--- src/rtl/riscv_bus_pkg.sv ---
// Shared bus types for the TinyRISC-V core/memory interconnect.
package riscv_bus_pkg;

    localparam int BUS_AW = 32;
    localparam int BUS_DW = 32;

    typedef enum logic [1:0] {
        IDLE,
        REQ,
        RSP
    } bus_state_e;

    typedef enum logic {
        OWN_IF,
        OWN_LSU
    } bus_owner_e;

endpackage

--- src/rtl/mem_bus_arbiter.sv ---
// Two-master arbiter (fetch / load-store) in front of the single-port memory.
// One transaction outstanding; response routed to the owner, with an RSP timeout.
module mem_bus_arbiter
    import riscv_bus_pkg::*;
#(
    parameter int AW           = BUS_AW,
    parameter int DW           = BUS_DW,
    parameter int STARVE_LIMIT = 4,
    parameter int RSP_TIMEOUT  = 16
) (
    input  logic            clk,
    input  logic            rst_n,

    input  logic            m0_req_i,
    input  logic [AW-1:0]   m0_addr_i,
    output logic            m0_gnt_o,
    output logic            m0_rvalid_o,
    output logic [DW-1:0]   m0_rdata_o,
    output logic            m0_err_o,

    input  logic            m1_req_i,
    input  logic            m1_we_i,
    input  logic [DW/8-1:0] m1_be_i,
    input  logic [AW-1:0]   m1_addr_i,
    input  logic [DW-1:0]   m1_wdata_i,
    output logic            m1_gnt_o,
    output logic            m1_rvalid_o,
    output logic [DW-1:0]   m1_rdata_o,
    output logic            m1_err_o,

    output logic            s_req_o,
    output logic            s_we_o,
    output logic [DW/8-1:0] s_be_o,
    output logic [AW-1:0]   s_addr_o,
    output logic [DW-1:0]   s_wdata_o,
    input  logic            s_gnt_i,
    input  logic            s_rvalid_i,
    input  logic [DW-1:0]   s_rdata_i
);

    localparam int SW = $clog2(STARVE_LIMIT + 1);
    localparam int TW = $clog2(RSP_TIMEOUT + 1);
    localparam logic [SW-1:0] SLIM = SW'(STARVE_LIMIT);
    localparam logic [TW-1:0] TLIM = TW'(RSP_TIMEOUT - 1);

    bus_state_e      state, state_nxt;
    bus_owner_e      owner, owner_nxt;
    logic [SW-1:0]   starve_cnt, starve_nxt;
    logic [TW-1:0]   tcnt, tcnt_nxt;
    logic            s_req_nxt, s_we_nxt;
    logic [DW/8-1:0] s_be_nxt;
    logic [AW-1:0]   s_addr_nxt;
    logic [DW-1:0]   s_wdata_nxt;
    logic            m0_gnt_nxt, m1_gnt_nxt;
    logic            pick_m0, timeout, rsp_fire;
    logic [DW-1:0]   rsp_data;

    assign pick_m0 = m0_req_i && (!m1_req_i || starve_cnt == SLIM);
    assign timeout = (state == RSP) && (tcnt == TLIM) && !s_rvalid_i;

    always_comb begin
        state_nxt   = state;
        owner_nxt   = owner;
        starve_nxt  = starve_cnt;
        tcnt_nxt    = tcnt;
        s_req_nxt   = s_req_o;
        s_we_nxt    = s_we_o;
        s_be_nxt    = s_be_o;
        s_addr_nxt  = s_addr_o;
        s_wdata_nxt = s_wdata_o;
        m0_gnt_nxt  = 1'b0;
        m1_gnt_nxt  = 1'b0;

        if (!m0_req_i)
            starve_nxt = '0;

        case (state)
            IDLE: begin
                if (m0_req_i || m1_req_i) begin
                    state_nxt = REQ;
                    s_req_nxt = 1'b1;
                    if (pick_m0) begin
                        owner_nxt   = OWN_IF;
                        s_we_nxt    = 1'b0;
                        s_be_nxt    = '1;
                        s_addr_nxt  = m0_addr_i;
                        s_wdata_nxt = '0;
                        starve_nxt  = '0;
                    end else begin
                        owner_nxt   = OWN_LSU;
                        s_we_nxt    = m1_we_i;
                        s_be_nxt    = m1_be_i;
                        s_addr_nxt  = m1_addr_i;
                        s_wdata_nxt = m1_wdata_i;
                        // m0 is being passed over: count it toward its forced turn
                        if (m0_req_i && starve_cnt != SLIM)
                            starve_nxt = starve_cnt + 1'b1;
                    end
                end
            end
            REQ: begin
                if (s_gnt_i) begin
                    state_nxt  = RSP;
                    s_req_nxt  = 1'b0;
                    tcnt_nxt   = '0;
                    m0_gnt_nxt = (owner == OWN_IF);
                    m1_gnt_nxt = (owner == OWN_LSU);
                end
            end
            RSP: begin
                if (s_rvalid_i || timeout)
                    state_nxt = IDLE;
                else
                    tcnt_nxt = tcnt + 1'b1;
            end
            default: state_nxt = IDLE;
        endcase
    end

    always_ff @(posedge clk or negedge rst_n) begin
        if (!rst_n) begin
            state      <= IDLE;
            owner      <= OWN_IF;
            starve_cnt <= '0;
            tcnt       <= '0;
            s_req_o    <= 1'b0;
            s_we_o     <= 1'b0;
            s_be_o     <= '0;
            s_addr_o   <= '0;
            s_wdata_o  <= '0;
            m0_gnt_o   <= 1'b0;
            m1_gnt_o   <= 1'b0;
        end else begin
            state      <= state_nxt;
            owner      <= owner_nxt;
            starve_cnt <= starve_nxt;
            tcnt       <= tcnt_nxt;
            s_req_o    <= s_req_nxt;
            s_we_o     <= s_we_nxt;
            s_be_o     <= s_be_nxt;
            s_addr_o   <= s_addr_nxt;
            s_wdata_o  <= s_wdata_nxt;
            m0_gnt_o   <= m0_gnt_nxt;
            m1_gnt_o   <= m1_gnt_nxt;
        end
    end

    // Response path is combinational; a forced timeout returns zero data
    assign rsp_fire = (state == RSP) && (s_rvalid_i || timeout);
    assign rsp_data = (state == RSP && !timeout) ? s_rdata_i : '0;

    assign m0_rvalid_o = rsp_fire && (owner == OWN_IF);
    assign m1_rvalid_o = rsp_fire && (owner == OWN_LSU);
    assign m0_rdata_o  = (owner == OWN_IF)  ? rsp_data : '0;
    assign m1_rdata_o  = (owner == OWN_LSU) ? rsp_data : '0;
    assign m0_err_o    = timeout && (owner == OWN_IF);
    assign m1_err_o    = timeout && (owner == OWN_LSU);

endmodule

--- config.mk ---
export PLATFORM = sky130hd
export DESIGN_NAME = mem_bus_arbiter
export DESIGN_NICKNAME = d
export VERILOG_FILES = /design/src/rtl/riscv_bus_pkg.sv /design/src/rtl/mem_bus_arbiter.sv
export SDC_FILE = /design/constraint.sdc
export NUM_CORES = 1
export LEC_CHECK = 0
export BUFFER_PORTS_ARGS = -buffer_cell sky130_fd_sc_hd__buf_2
export CAP_MARGIN = 0
export CORE_ASPECT_RATIO = 1.5
export CORE_MARGIN = 10
export CORE_UTILIZATION = 47
export DETAILED_ROUTE_END_ITERATION = 6
export PLACE_DENSITY_LB_ADDON = 0.1
export SYNTH_ARGS = -nofsm -noshare
export SYNTH_HDL_FRONTEND = slang
export SYNTH_SLANG_ARGS = --single-unit
--- constraint.sdc ---
create_clock -name clk -period 6.7 [get_ports clk]
set_clock_uncertainty 0.05 [all_clocks]
set_input_delay 1.34 -clock clk [delete_from_list [all_inputs] [get_ports clk]]
set_output_delay 1.34 -clock clk [all_outputs]
set_load 0.005 [all_outputs]
# ---- Word level (Yosys, flattened, before mapping)
# Index checks and enable logic that the tools add are counted.
dict set report totals {
  in_bits 139
  output_inout_bits 140
  reg_bits 83
  word_cells 73
}
dict set report classes {
  n_bitwise 1
  n_eq_ne 9
  muxes 27
  add_sub_neg 2
  reduce_logical 23
}
# operator count
set op_table {}
lappend op_table {{$mux W32} 5}
lappend op_table {{$mux W3} 5}
lappend op_table {{$logic_and A1 B1 Y1} 10}
lappend op_table {{$mux W5} 2}
lappend op_table {{$pmux W5 S2} 1}
lappend op_table {{$reduce_and A3 Y1} 3}
lappend op_table {{$mux W1} 8}
lappend op_table {{$mux W2} 3}
lappend op_table {{$ne A2 B2 Y1 const B} 3}
lappend op_table {{$pmux W2 S3} 1}
lappend op_table {{$add A5 B1 Y5 const B} 1}
lappend op_table {{$eq A5 B4 Y1 const B} 1}
lappend op_table {{$mux W4} 1}
lappend op_table {{$reduce_bool A2 Y1} 2}
lappend op_table {{$add A3 B1 Y3 const B} 1}
lappend op_table {{$eq A3 B3 Y1 const B} 1}
lappend op_table {{$logic_not A1 Y1} 3}
lappend op_table {{$logic_or A1 B1 Y1} 3}
lappend op_table {{$ne A3 B3 Y1 const B} 1}
lappend op_table {{$eq A2 B1 Y1 const B} 1}
lappend op_table {{$eq A2 B2 Y1 const B} 1}
lappend op_table {{$logic_not A2 Y1} 1}
lappend op_table {{$ne A2 B1 Y1 const B} 1}
lappend op_table {{$pmux W1 S2} 1}
lappend op_table {{2 further kinds} 2}

# ---- Longest topological paths before layout
# Gate-level depths: netlist of run 1.
dict set report depth {
  depth_word 7
  depth_mapped 8
  ltp_nobuf 6
}

# ---- Worst setup path before layout of run 1
# OpenSTA, ideal clock, no wires.
dict set report synth_path {
  path_type {input port to output port}
  from {input s_rvalid_i}
  to {output m0_rdata_o[10]}
  path_stages 4
  arrival_time_ps 1977
  slack_ps 3333
  cell_sequence {nor2b_1 > nor3_2 > clkbuf_1 > and2_1}
}
dict set report synth_between {
  elab_chain_cells 6
}
# item line
set synth_rtl {}
lappend synth_rtl {{from (decl)} mem_bus_arbiter.sv:37} ;# input logic s_rvalid_i,
lappend synth_rtl {{$logic_not A1 Y1} mem_bus_arbiter.sv:59} ;# assign timeout = (state == RSP) && (tcnt == TLIM) && !s_rvalid_i;
lappend synth_rtl {{$logic_and A1 B1 Y1} mem_bus_arbiter.sv:59}
lappend synth_rtl {{$logic_not A1 Y1} mem_bus_arbiter.sv:150} ;# assign rsp_data = (state == RSP && !timeout) ? s_rdata_i : '0;
lappend synth_rtl {{$logic_and A1 B1 Y1} mem_bus_arbiter.sv:150}
lappend synth_rtl {{$mux W32} mem_bus_arbiter.sv:150}
lappend synth_rtl {{$mux W32} mem_bus_arbiter.sv:154} ;# assign m0_rdata_o = (owner == OWN_IF) ? rsp_data : '0;
lappend synth_rtl {{to (decl)} mem_bus_arbiter.sv:18} ;# output logic [DW-1:0] m0_rdata_o,
# No other way between the ends.

# ---- Worst setup path after layout of run 1
dict set report layout_path {
  from {input m0_req_i}
  to {register s_addr_o[2]}
}
dict set report layout_between {
  elab_chain_cells 2
  elab_cells_between_ends 4
  cone_classes {mux: 1; reduce/logical: 3}
}
# item line
set layout_rtl {}
lappend layout_rtl {{from (decl)} mem_bus_arbiter.sv:14} ;# input logic m0_req_i,
lappend layout_rtl {{$logic_and A1 B1 Y1 / $logic_or A1 B1 Y1 (equally long branches)} {mem_bus_arbiter.sv:58, mem_bus_arbiter.sv:79}}
lappend layout_rtl {{$mux W32 / $reduce_and A2 Y1 (equally long branches)} --}
lappend layout_rtl {{to (signal assigned)} mem_bus_arbiter.sv:141} ;# s_addr_o <= s_addr_nxt;
lappend layout_rtl {{to (decl)} mem_bus_arbiter.sv:34} ;# output logic [AW-1:0] s_addr_o,
# Several ways; a longest one is shown, not always the timed one.
# A chain may end at the register's enable or synchronous reset.

==> implementation parameters, run 1 <==
Parameter                              Value

Layout
  Layout-stage area growth over the synthesis result    35.3%
  Share of post-route cells with drive strength above 1    a little under half
  Register Area    0.00208 mm²
  Most common cell after layout, fill and taps aside    sky130_fd_sc_hd__buf_2
  Filler cell count    826
  Area taken by multi-input logic gates    0.00213 mm²
  Share of the core filled with cells    64.6%
  Most frequent cells in the layout    sky130_fd_sc_hd__buf_2 (277), sky130_fd_sc_hd__dfrtp_1 (83), sky130_fd_sc_hd__nand3_1 (68)
  Final layout net count    856

Routing
  Final wirelength    16.0 mm
  Number of DRC markers in iteration 0    158
  Post-detailed-route DRC marker count    0
  ANT nets after route    0
  Drt first pass iters    4
  Via total after detailed routing    4590
  Average vias per placed instance    roughly 5.5
  Routed wire length per instance    19.2 µm

STA
  Total count of hold-check failures in the final report    0
  Total negative setup slack    0 ns
  Max frequency    0.237 GHz
  Final-layout worst hold slack    0.420 ns
  Setup-failing EPs final    0
  Pins over their slew limit    0
  Final critical-path setup slack    roughly 2.5 ns
  Unrepaired setup endpoints after global routing    false
  Crit path time final    4.21 ns
  Slew HR    29.1%
  Slew at the pin with the worst max-slew slack    1.06 ns
  Final worst-path cycle share    62.9%

Clock network
  Number of buffers added to fix hold violations after cts    0
  Root Buffer    sky130_fd_sc_hd__clkbuf_16
  Cts bufs inserted    9
  Register clock-pin slew on the reported worst setup and hold paths    0.06 ns
  Source-to-sink clock delay at the later pin of the worst-skew pair    between 0.3 and 0.4 ns
  TritonCTS clock tree    yes
  CTS H-tree lvls    3
  Clk buf depth    2
  Number of gates resized after CTS    0
  Number of clock sinks    just over 80
  Post-CTS setup-driven buffer insertion count    0

Place
  Routability congestion estimate from global placement    0.818
  Dpl hpwl    11.8 mm
  Number of I/O port buffers    278
  Setup WS pre-CTS    2.15 ns

Yosys
  Count of flip-flops with a built-in enable after synthesis    0
  Largest cells by area after synthesis    sky130_fd_sc_hd__dfrtp_1 (45%), sky130_fd_sc_hd__and2_1 (8.8%), sky130_fd_sc_hd__o221ai_2 (8.2%), sky130_fd_sc_hd__nand3_1 (7.4%), sky130_fd_sc_hd__o2bb2ai_1 (6.3%)
  Post-Synth XOR/XNOR Area    0%
  Post-synthesis instance area    0.00460 mm²
  Multiplexer area fraction after synthesis    around 1.1%
  Async S/R FF share, synth    100%
  Area fraction of the dominant cell type after synthesis    45.1%
  Leading area contributor after synthesis    sky130_fd_sc_hd__dfrtp_1
  Synth warnings    0
  Sequential fraction of the synthesis area    45.1%
  Adder-cell area share of the yosys netlist    1.09%
  Gate Count Post-Synth    467
  Main combinational cell family by area after synthesis    simple AND/OR/NAND/NOR gates
  Post-synthesis simple-gate area fraction    roughly a quarter
  Share of the synthesized area in compound gates (AO/OA/AOI/OAI)    18.9%
  Number of distinct standard cells referenced by the synthesized netlist    37
  Syn nets    610
  Synthesized area divided by synthesized cell count    between 9 and 10 µm²
  Most frequently used flop master after synthesis    sky130_fd_sc_hd__dfrtp_1
  Seq cells post-synth    83

Worst hold path
  Origin of the worst min-delay path    tcnt[3]
  Hold Path Class    reg2reg
  Hold path endpoint    tcnt[3]
  Instance count along the most critical hold path    1

Setup path
  Capture instance of the worst register-to-register path    s_addr_o[2]
  Setup slack of the worst register-to-register path    3.83 ns
  Type of element launching the critical path    input pin
  Worst setup EP type    flop
  Category of the most critical setup path    in2reg
  Buffers plus inverters on the worst setup path    2
  Critical-path maximum fanout    46
  CP required    6.82 ns
  Largest delay share family, worst path    simple AND/OR/NAND/NOR gates
  Peak per-stage delay on the critical path    0.86 ns
  Master of the slowest instance on the critical path    sky130_fd_sc_hd__or2_2
  Reg2reg start    state[0]
  Ordered list of cells on the worst path    buf_2, or2_2, buf_4, and2_2, o221ai_1
  Cell count of the worst reg-to-reg path    4
  Arrival @ worst endpoint    about 4.3 ns

Flow run
  Count of maximum capacitance violations    0

Die
  Starting density of the core    47.8%
  Number of top-level pins    around 280
  Die outline area    ~0.014 mm²
  Overall die height    141 µm
  Area of the core    0.00963 mm²
  Cell Rows    44
  Width of the die    between 100 and 150 µm

Global routing
  First-pass GRT wire length    approximately 25 mm
  Remaining global-route overflow    0
  Number of global-route vias before repair    roughly 4800
  Global-route usage over all layers    21.6%
  Number of antenna violations at the first check in global routing    1
  Maximum number of pins on one net before global-route repair    107

Power
  Cell area power density    approximately 400 mW/mm²
  Static leakage    3.23 nW
  IR Drop Worst-Case VDD    roughly 220 µV

Outcome
  Run status    completed
==> routing by layer <==
| metal | vias up | global-route usage [%] | wire length, µm |
|---|---|---|---|
| met4 | 0 | 7.61 | 296 |
| met2 | 218 | 36.3 | 8230 |
| met5 | - | 0 | 0 |
| met1 | 2187 | 23.6 | 5730 |
| met3 | 20 | 9.15 | 1740 |
| li1 | 2165 | - | - |
==> registers in the layout, indices dropped and copies added (netlist names) <==
| register | count |
|---|---|
| m0_gnt_o | 1 |
| m1_gnt_o | 1 |
| owner | 1 |
| s_addr_o | 32 |
| s_be_o | 4 |
| s_req_o | 1 |
| s_wdata_o | 32 |
| s_we_o | 1 |
| starve_cnt | 3 |
| state | 2 |
| tcnt | 5 |
==> worst reg2reg max path: stages (launching register included) <==
cell and delay (ns):
sky130_fd_sc_hd__dfrtp_1 0.48, sky130_fd_sc_hd__nor2_4 0.13, sky130_fd_sc_hd__buf_4 0.76, sky130_fd_sc_hd__and2_2 1.05
sky130_fd_sc_hd__o221ai_1 0.23
==> cells in the mapped netlist (all sizes together) (2+ instances only) <==
library cell  instances
a21boi                4
a21oi                14
a2bb2oi               2
and2                 66
and3                  2
buf                  25
clkbuf               24
dfrtp                83
ha                    4
inv                  37
mux2                  2
mux2i                 2
nand2                 9
nand2b                3
nand3                68
nand3b                2
nand4                32
nor2                  9
nor3                  3
nor4b                 2
o21ai                 3
o221ai               32
o2bb2ai              33
or2                   2
==> where the power goes <==
| group | internal [mW] | switching (mW) |
|---|---|---|
| Clock | 0.299 | 0.196 |
| Sequential | 0.718 | 0.133 |
| Combinational | 0.487 | 0.597 |
| Total | 1.50 | 0.926 |
==> final cells by class <==
cell class / instances / share of cell area, %
inverters: 37 / 2.23
flip-flops and latches: 83 / 33.3
repair buffers: 284 / 23.1
well taps: 115 / 2.31
diodes: 1 / 0.0402
multi-input cells: 298 / 34.2
clock inverters: 4 / 0.783
clock buffers: 12 / 3.96
==> worst max path at each step <==
stage / end / startpoint / slack (ns) / depth (start not counted)
after floorplan: m0_rdata_o[10] / s_rvalid_i / 3.33 / 4
after global placement: s_addr_o[3] / m0_req_i / 2.21 / 5
after detailed placement: s_addr_o[2] / m0_req_i / 2.15 / 5
after CTS: s_addr_o[2] / m0_req_i / 2.52 / 5
after global routing: s_addr_o[1] / m0_req_i / 2.25 / 5
final: s_addr_o[2] / m0_req_i / 2.49 / 5
==> metrics by stage <==
step	power, mW	instances	cell area, µm²
final	2.43	834	6230
after global routing	2.61	834	6230
after CTS	2.46	833	6230
after detailed placement	1.96	817	5930
after global placement	1.92	817	5930
after floorplan	1.54	467	4600
==> cells by family after synthesis <==
family / after synthesis
simple gates: 201
compound gates: 89
buf+inv: 86
flops: 83
mux: 4
fa+ha+maj: 4
(Power assumes the default switching activity.)
==> run 2: changes to the inputs <==
--- a/config.mk
+++ b/config.mk
@@ -9,7 +9,7 @@
 export CAP_MARGIN = 0
 export CORE_ASPECT_RATIO = 1.5
 export CORE_MARGIN = 10
-export CORE_UTILIZATION = 47
+export CORE_UTILIZATION = 44
 export DETAILED_ROUTE_END_ITERATION = 6
 export PLACE_DENSITY_LB_ADDON = 0.1
 export SYNTH_ARGS = -nofsm -noshare
==> constraint.sdc (replaced) <==
create_clock -name clk -period 4.05 [get_ports clk]
set_clock_uncertainty 0.05 [all_clocks]
set_input_delay 0.81 -clock clk [delete_from_list [all_inputs] [get_ports clk]]
set_output_delay 0.81 -clock clk [all_outputs]
set_load 0.005 [all_outputs]
==> implementation parameters, run 2 (synthesized netlist as in run 1, its figures left out) <==
Parameter                              Value

Outcome
  Run status    completed

Setup path
  CP required    3.19 ns
  Master of the slowest instance on the critical path    sky130_fd_sc_hd__dfrtp_1
  Type of element launching the critical path    flop
  Category of the most critical setup path    reg2out
  Worst setup EP type    primary output
  Ordered list of cells on the worst path    ha_1, and3_1, ha_1, nor2b_1, nor3_2, buf_4, and2_1, buf_2
  Most numerous cell on the critical path    sky130_fd_sc_hd__ha_1
  Critical-path maximum fanout    32
  Peak per-stage delay on the critical path    0.41 ns
  Arrival @ worst endpoint    between 2 and 2.5 ns

Layout
  Final layout net count    859
  Largest registers    s_addr_o: 32 flops, s_wdata_o: 32 flops, tcnt: 5 flops
  Area taken by multi-input logic gates    between 0.002 and 0.0025 mm²
  Most common cell after layout, fill and taps aside    sky130_fd_sc_hd__buf_2
  Share of the core filled with cells    61.9%
  Filler cell count    roughly 920
  Finished Cell Area    0.00631 mm²
  Most frequent cells in the layout    sky130_fd_sc_hd__buf_2 (277), sky130_fd_sc_hd__dfrtp_1 (83), sky130_fd_sc_hd__nand3_1 (68)
  Layout-stage area growth over the synthesis result    37.1%
  Share of post-route cells with drive strength above 1    46.9%
  Register Area    0.00208 mm²
  Post-route non-filler standard cell count    863

Power
  Sum of internal, switching and leakage power    4.09 mW
  IR Drop Worst-Case VDD    306 µV
  Cell area power density    between 600 and 700 mW/mm²
  Static leakage    3.25 nW

Place
  Routability congestion estimate from global placement    0.792
  Number of I/O port buffers    278
  Dpl hpwl    approximately 12 mm
  Total placed instance area    0.00599 mm²
  Dpl cells    846
  Setup WS pre-CTS    1.26 ns

Clock network
  Register clock-pin slew on the reported worst setup and hold paths    0.06 ns
  CTS H-tree lvls    3
  Clk buf depth    2
  Cts bufs inserted    9
  Number of buffers added to fix hold violations after cts    0
  TritonCTS clock tree    yes
  Number of gates resized after CTS    0
  Number of clock sinks    83
  Source-to-sink clock delay at the later pin of the worst-skew pair    0.34 ns
  Post-CTS setup-driven buffer insertion count    0
  Root Buffer    sky130_fd_sc_hd__clkbuf_16

STA
  Setup-failing EPs final    0
  Pins over their slew limit    0
  Unrepaired setup endpoints after global routing    false
  Final worst-path cycle share    77.7%
  Final critical-path setup slack    0.905 ns
  Total count of hold-check failures in the final report    0
  Slew HR    30.5%
  Crit path time final    ~3.1 ns
  Final-layout worst hold slack    approximately 0.43 ns
  Total negative setup slack    0 ns
  Max frequency    0.318 GHz
  Slew at the pin with the worst max-slew slack    1.04 ns

Routing
  Number of DRC markers in iteration 0    151
  Post-detailed-route DRC marker count    0
  Routed wire length per instance    18.8 µm
  Length of routed met2 wiring    8.20 mm
  Drt first pass iters    4
  Final wirelength    between 15 and 20 mm
  Average vias per placed instance    between 5 and 6
  Highest metal used    met4
  Via total after detailed routing    ~4600
  Detail Route met3 WL    around 1.4 mm
  Met1 wire length    6.12 mm
  ANT nets after route    0

Flow run
  Count of maximum capacitance violations    0

Die
  Die outline area    0.0150 mm²
  Area of the core    between 0.01 and 0.015 mm²
  Starting density of the core    45.2%
  Overall die height    145 µm
  Width of the die    just over 100 µm
  Number of top-level pins    279
  Cell Rows    45

Global routing
  Number of antenna violations at the first check in global routing    1
  Global-route usage over all layers    20.7%
  Number of global-route vias before repair    4876
  Remaining global-route overflow    0
  Maximum number of pins on one net before global-route repair    106
  First-pass GRT wire length    25.7 mm

Worst hold path
  Hold Path Class    reg2reg
## run 2: layout make-up
cell class	count	area share, %
multi-input cells	298	33.8
clock buffers	12	4.22
diodes	1	0.0397
well taps	141	2.80
repair buffers	287	23.2
flip-flops and latches	83	32.9
inverters	37	2.20
clock inverters	4	0.872
## run 2: path summary, 6_finish.rpt
check | to | start | slack, ns | depth (start not counted)
worst min-delay path | tcnt[3] | tcnt[3] | 0.43 | 1
max in group asynchronous | s_wdata_o[31] | rst_n | 2.65 | 2
worst max register to register | s_addr_o[3] | starve_cnt[0] | 1.61 | 6
min in group asynchronous | s_addr_o[6] | rst_n | 0.52 | 1
worst min register to register | tcnt[3] | tcnt[3] | 0.43 | 1
worst max-delay path | m0_rdata_o[8] | tcnt[0] | 0.90 | 8
## run 2: metal layers
layer,vias up,GRT usage (%)
li1,2175,-
met4,0,9.35
met2,228,35.1
met1,2160,22.8
met3,29,6.99
met5,-,0
## run 2: where the power goes
part           total [mW]  switching, mW  internal, mW
Clock               0.877          0.344         0.533
Sequential           1.41          0.221          1.19
Combinational        1.80          0.996         0.809
## run 2: worst max-delay path: cells and delay by family, from the launching register on
| family | cells | cell delay (ns) |
|---|---|---|
| flip-flops | 1 | 0.41 |
| buffers and inverters | 2 | 0.39 |
| AND/OR/NAND/NOR | 4 | 0.67 |
| adder cells (fa/ha/maj) | 2 | 0.47 |
==> run 3: changes to the inputs <==
--- a/config.mk
+++ b/config.mk
@@ -5,11 +5,12 @@
 export SDC_FILE = /design/constraint.sdc
 export NUM_CORES = 1
 export LEC_CHECK = 0
+export ABC_AREA = 1
 export BUFFER_PORTS_ARGS = -buffer_cell sky130_fd_sc_hd__buf_2
 export CAP_MARGIN = 0
 export CORE_ASPECT_RATIO = 1.5
 export CORE_MARGIN = 10
-export CORE_UTILIZATION = 44
+export CORE_UTILIZATION = 43
 export DETAILED_ROUTE_END_ITERATION = 6
 export PLACE_DENSITY_LB_ADDON = 0.1
 export SYNTH_ARGS = -nofsm -noshare
==> constraint.sdc (replaced) <==
create_clock -name clk -period 3.2 [get_ports clk]
set_clock_uncertainty 0.05 [all_clocks]
set_input_delay 0.64 -clock clk [delete_from_list [all_inputs] [get_ports clk]]
set_output_delay 0.64 -clock clk [all_outputs]
set_load 0.005 [all_outputs]
==> implementation parameters, run 3 <==
Parameter                              Value

Yosys
  Post-synthesis instance area    0.00443 mm²
  Async S/R FF share, synth    100%
  Sequential fraction of the synthesis area    46.9%
  Most frequent cells after synthesis    sky130_fd_sc_hd__nand2_1 (182), sky130_fd_sc_hd__dfrtp_1 (83), sky130_fd_sc_hd__nand3_1 (77)
  Dominant cell by count in the synthesized netlist    sky130_fd_sc_hd__nand2_1
  Area fraction of the dominant cell type after synthesis    46.9%
  Synth warnings    0
  Seq cells post-synth    83
  Leading area contributor after synthesis    sky130_fd_sc_hd__dfrtp_1
  Most frequently used flop master after synthesis    sky130_fd_sc_hd__dfrtp_1
  Largest cells by area after synthesis    sky130_fd_sc_hd__dfrtp_1 (47%), sky130_fd_sc_hd__nand2_1 (15%), sky130_fd_sc_hd__nand3_1 (8.7%), sky130_fd_sc_hd__nor3_1 (7.2%), sky130_fd_sc_hd__inv_1 (6.1%)
  Number of distinct standard cells referenced by the synthesized netlist    20
  Gate Count Post-Synth    600
  Syn nets    743
  Count of flip-flops with a built-in enable after synthesis    0
  Synthesized area divided by synthesized cell count    around 7.4 µm²

Layout
  Largest registers    s_addr_o: 32 flops, s_wdata_o: 32 flops, tcnt: 5 flops
  Most common cell after layout, fill and taps aside    sky130_fd_sc_hd__buf_2
  Share of post-route cells with drive strength above 1    between 30% and 40%
  Final layout net count    1001
  Layout-stage area growth over the synthesis result    38.8%
  Most frequent cells in the layout    sky130_fd_sc_hd__buf_2 (277), sky130_fd_sc_hd__nand2_1 (181), sky130_fd_sc_hd__dfrtp_1 (83)

Routing
  Drt first pass iters    4
  ANT nets after route    0
  Final wirelength    16.7 mm
  Post-detailed-route DRC marker count    0
  Routed wire length per instance    17.0 µm
  Average vias per placed instance    4.92
  Via total after detailed routing    4828
  Number of DRC markers in iteration 0    208

Setup path
  CP required    2.51 ns
  Arrival @ worst endpoint    2.28 ns
  Type of element launching the critical path    flop
  Worst setup EP type    primary output
  Category of the most critical setup path    reg2out
  Critical-path maximum fanout    64

Clock network
  Root Buffer    sky130_fd_sc_hd__clkbuf_16
  Post-CTS setup-driven buffer insertion count    0
  Number of gates resized after CTS    0
  TritonCTS clock tree    yes
  Cts bufs inserted    9
  Source-to-sink clock delay at the later pin of the worst-skew pair    0.34 ns
  Number of clock sinks    83
  Number of buffers added to fix hold violations after cts    0
  Register clock-pin slew on the reported worst setup and hold paths    0.06 ns
  Clk buf depth    2
  CTS H-tree lvls    3

STA
  Total count of hold-check failures in the final report    0
  Crit path time final    2.97 ns
  Final worst-path cycle share    roughly 93%
  Unrepaired setup endpoints after global routing    false
  Max frequency    0.337 GHz
  Final critical-path setup slack    around 0.23 ns
  Slew HR    29.5%
  Total negative setup slack    0 ns
  Slew at the pin with the worst max-slew slack    about 1.1 ns
  Final-layout worst hold slack    0.422 ns
  Setup-failing EPs final    0
  Pins over their slew limit    0

Flow run
  Count of maximum capacitance violations    0

Global routing
  Grt met2 use    36.7%
  Met3 demand-to-capacity share in global routing    slightly above 8%
  Remaining global-route overflow    0
  Number of global-route vias before repair    4817
  Maximum number of pins on one net before global-route repair    84
  Met1 Usage GRT    22.3%
  Global-route usage over all layers    21.4%
  Most Crowded Layer GR    met2
  First-pass GRT wire length    24.9 mm
  Number of antenna violations at the first check in global routing    2

Die
  Width of the die    103 µm
  Number of top-level pins    279
  Die outline area    0.0149 mm²
  Area of the core    between 0.01 and 0.015 mm²
  Starting density of the core    44.0%
  Overall die height    144 µm
  Cell Rows    45

Place
  Setup WS pre-CTS    0.639 ns
  Routability congestion estimate from global placement    approximately 0.85
  Dpl hpwl    12.8 mm
  Number of I/O port buffers    about 280

Power
  Cell area power density    between 700 and 800 mW/mm²
  Static leakage    3.75 nW
  IR Drop Worst-Case VDD    351 µV

Outcome
  Run status    completed

Worst hold path
  Hold Path Class    reg2reg
[run 3: cell types whose count changed after synthesis, sizes merged, moves of 9 or more]
| cell | delta |
|---|---|
| nand3b | +30 |
| nor2 | +19 |
| clkbuf | -12 |
| o2bb2ai | -33 |
| nor3 | +61 |
| nand3 | +9 |
| a21oi | -14 |
| and2 | -66 |
| o221ai | -32 |
| nand4 | -31 |
| inv | +38 |
| nand2 | +176 |
[run 3: per-layer routing]
metal	share of wire, %	up-vias
li1	-	2404
met1	36	2190
met2	50	191
met3	10	41
met4	3.7	2
met5	0.11	-
[run 3: final cells by class]
class	instances	area, µm²
antenna	1	2.50
fill	938	3930
multi-input combinational	400	1880
timing repair buffer	288	1470
clock buffer	11	243
sequential	83	2080
inverter	76	285
clock inverter	5	52.6
tap	117	146
[run 3: power by group]
group	total [mW]	internal, mW	switching, mW
Combinational	2.13	0.806	1.32
Sequential	1.74	1.50	0.241
Clock	1.03	0.622	0.409
Total	4.90	2.93	1.97
[run 3: critical path, stage by stage (launching register included)]
cell                      delay, ns
sky130_fd_sc_hd__dfrtp_1       0.38
sky130_fd_sc_hd__ha_1          0.18
sky130_fd_sc_hd__nand2_1       0.07
sky130_fd_sc_hd__nor2_1        0.10
sky130_fd_sc_hd__ha_1          0.19
sky130_fd_sc_hd__nand3_1       0.14
sky130_fd_sc_hd__nand2_2       0.08
sky130_fd_sc_hd__buf_4         0.46
sky130_fd_sc_hd__nor3_1        0.14
sky130_fd_sc_hd__buf_2         0.18
[run 3: final timing paths]
path,start,to,slack (ns),depth (start not counted)
max in group asynchronous,rst_n,s_addr_o[9],1.97,1
min reg2reg,s_wdata_o[29],s_wdata_o[29],0.42,2
max reg2reg,starve_cnt[0],s_be_o[3],1.06,8
min,s_wdata_o[29],s_wdata_o[29],0.42,2
min in group asynchronous,rst_n,m1_gnt_o,0.43,1
max,tcnt[0],m1_rdata_o[19],0.23,9
[run 3: kinds of logic (layout without fill, tap and decap cells)]
| group | Yosys count | after routing | share of synthesized area (%) |
|---|---|---|---|
| and+or+nand+nor | 387 | 387 | 40.0 |
| buffers and inverters | 117 | 380 | 10.8 |
| DFF | 83 | 83 | 46.9 |
| AOI/OAI and AO/OA | 8 | 8 | 0.960 |
| adders and majority gates | 4 | 4 | 1.13 |
| xor gates and xnor gates | 1 | 1 | 0.198 |
| other | 0 | 1 | 0 |
[run 3: metrics by stage]
step | area (µm²) | instances | total power, mW | util, %
after detailed placement | 5860 | 964 | 3.92 | 58.1
after global routing | 6150 | 981 | 5.27 | 61.1
final | 6150 | 981 | 4.90 | 61.1
after global placement | 5860 | 964 | 3.86 | 58.1
after CTS | 6150 | 980 | 4.97 | 61.0
after floorplan | 4430 | 600 | 2.95 | -
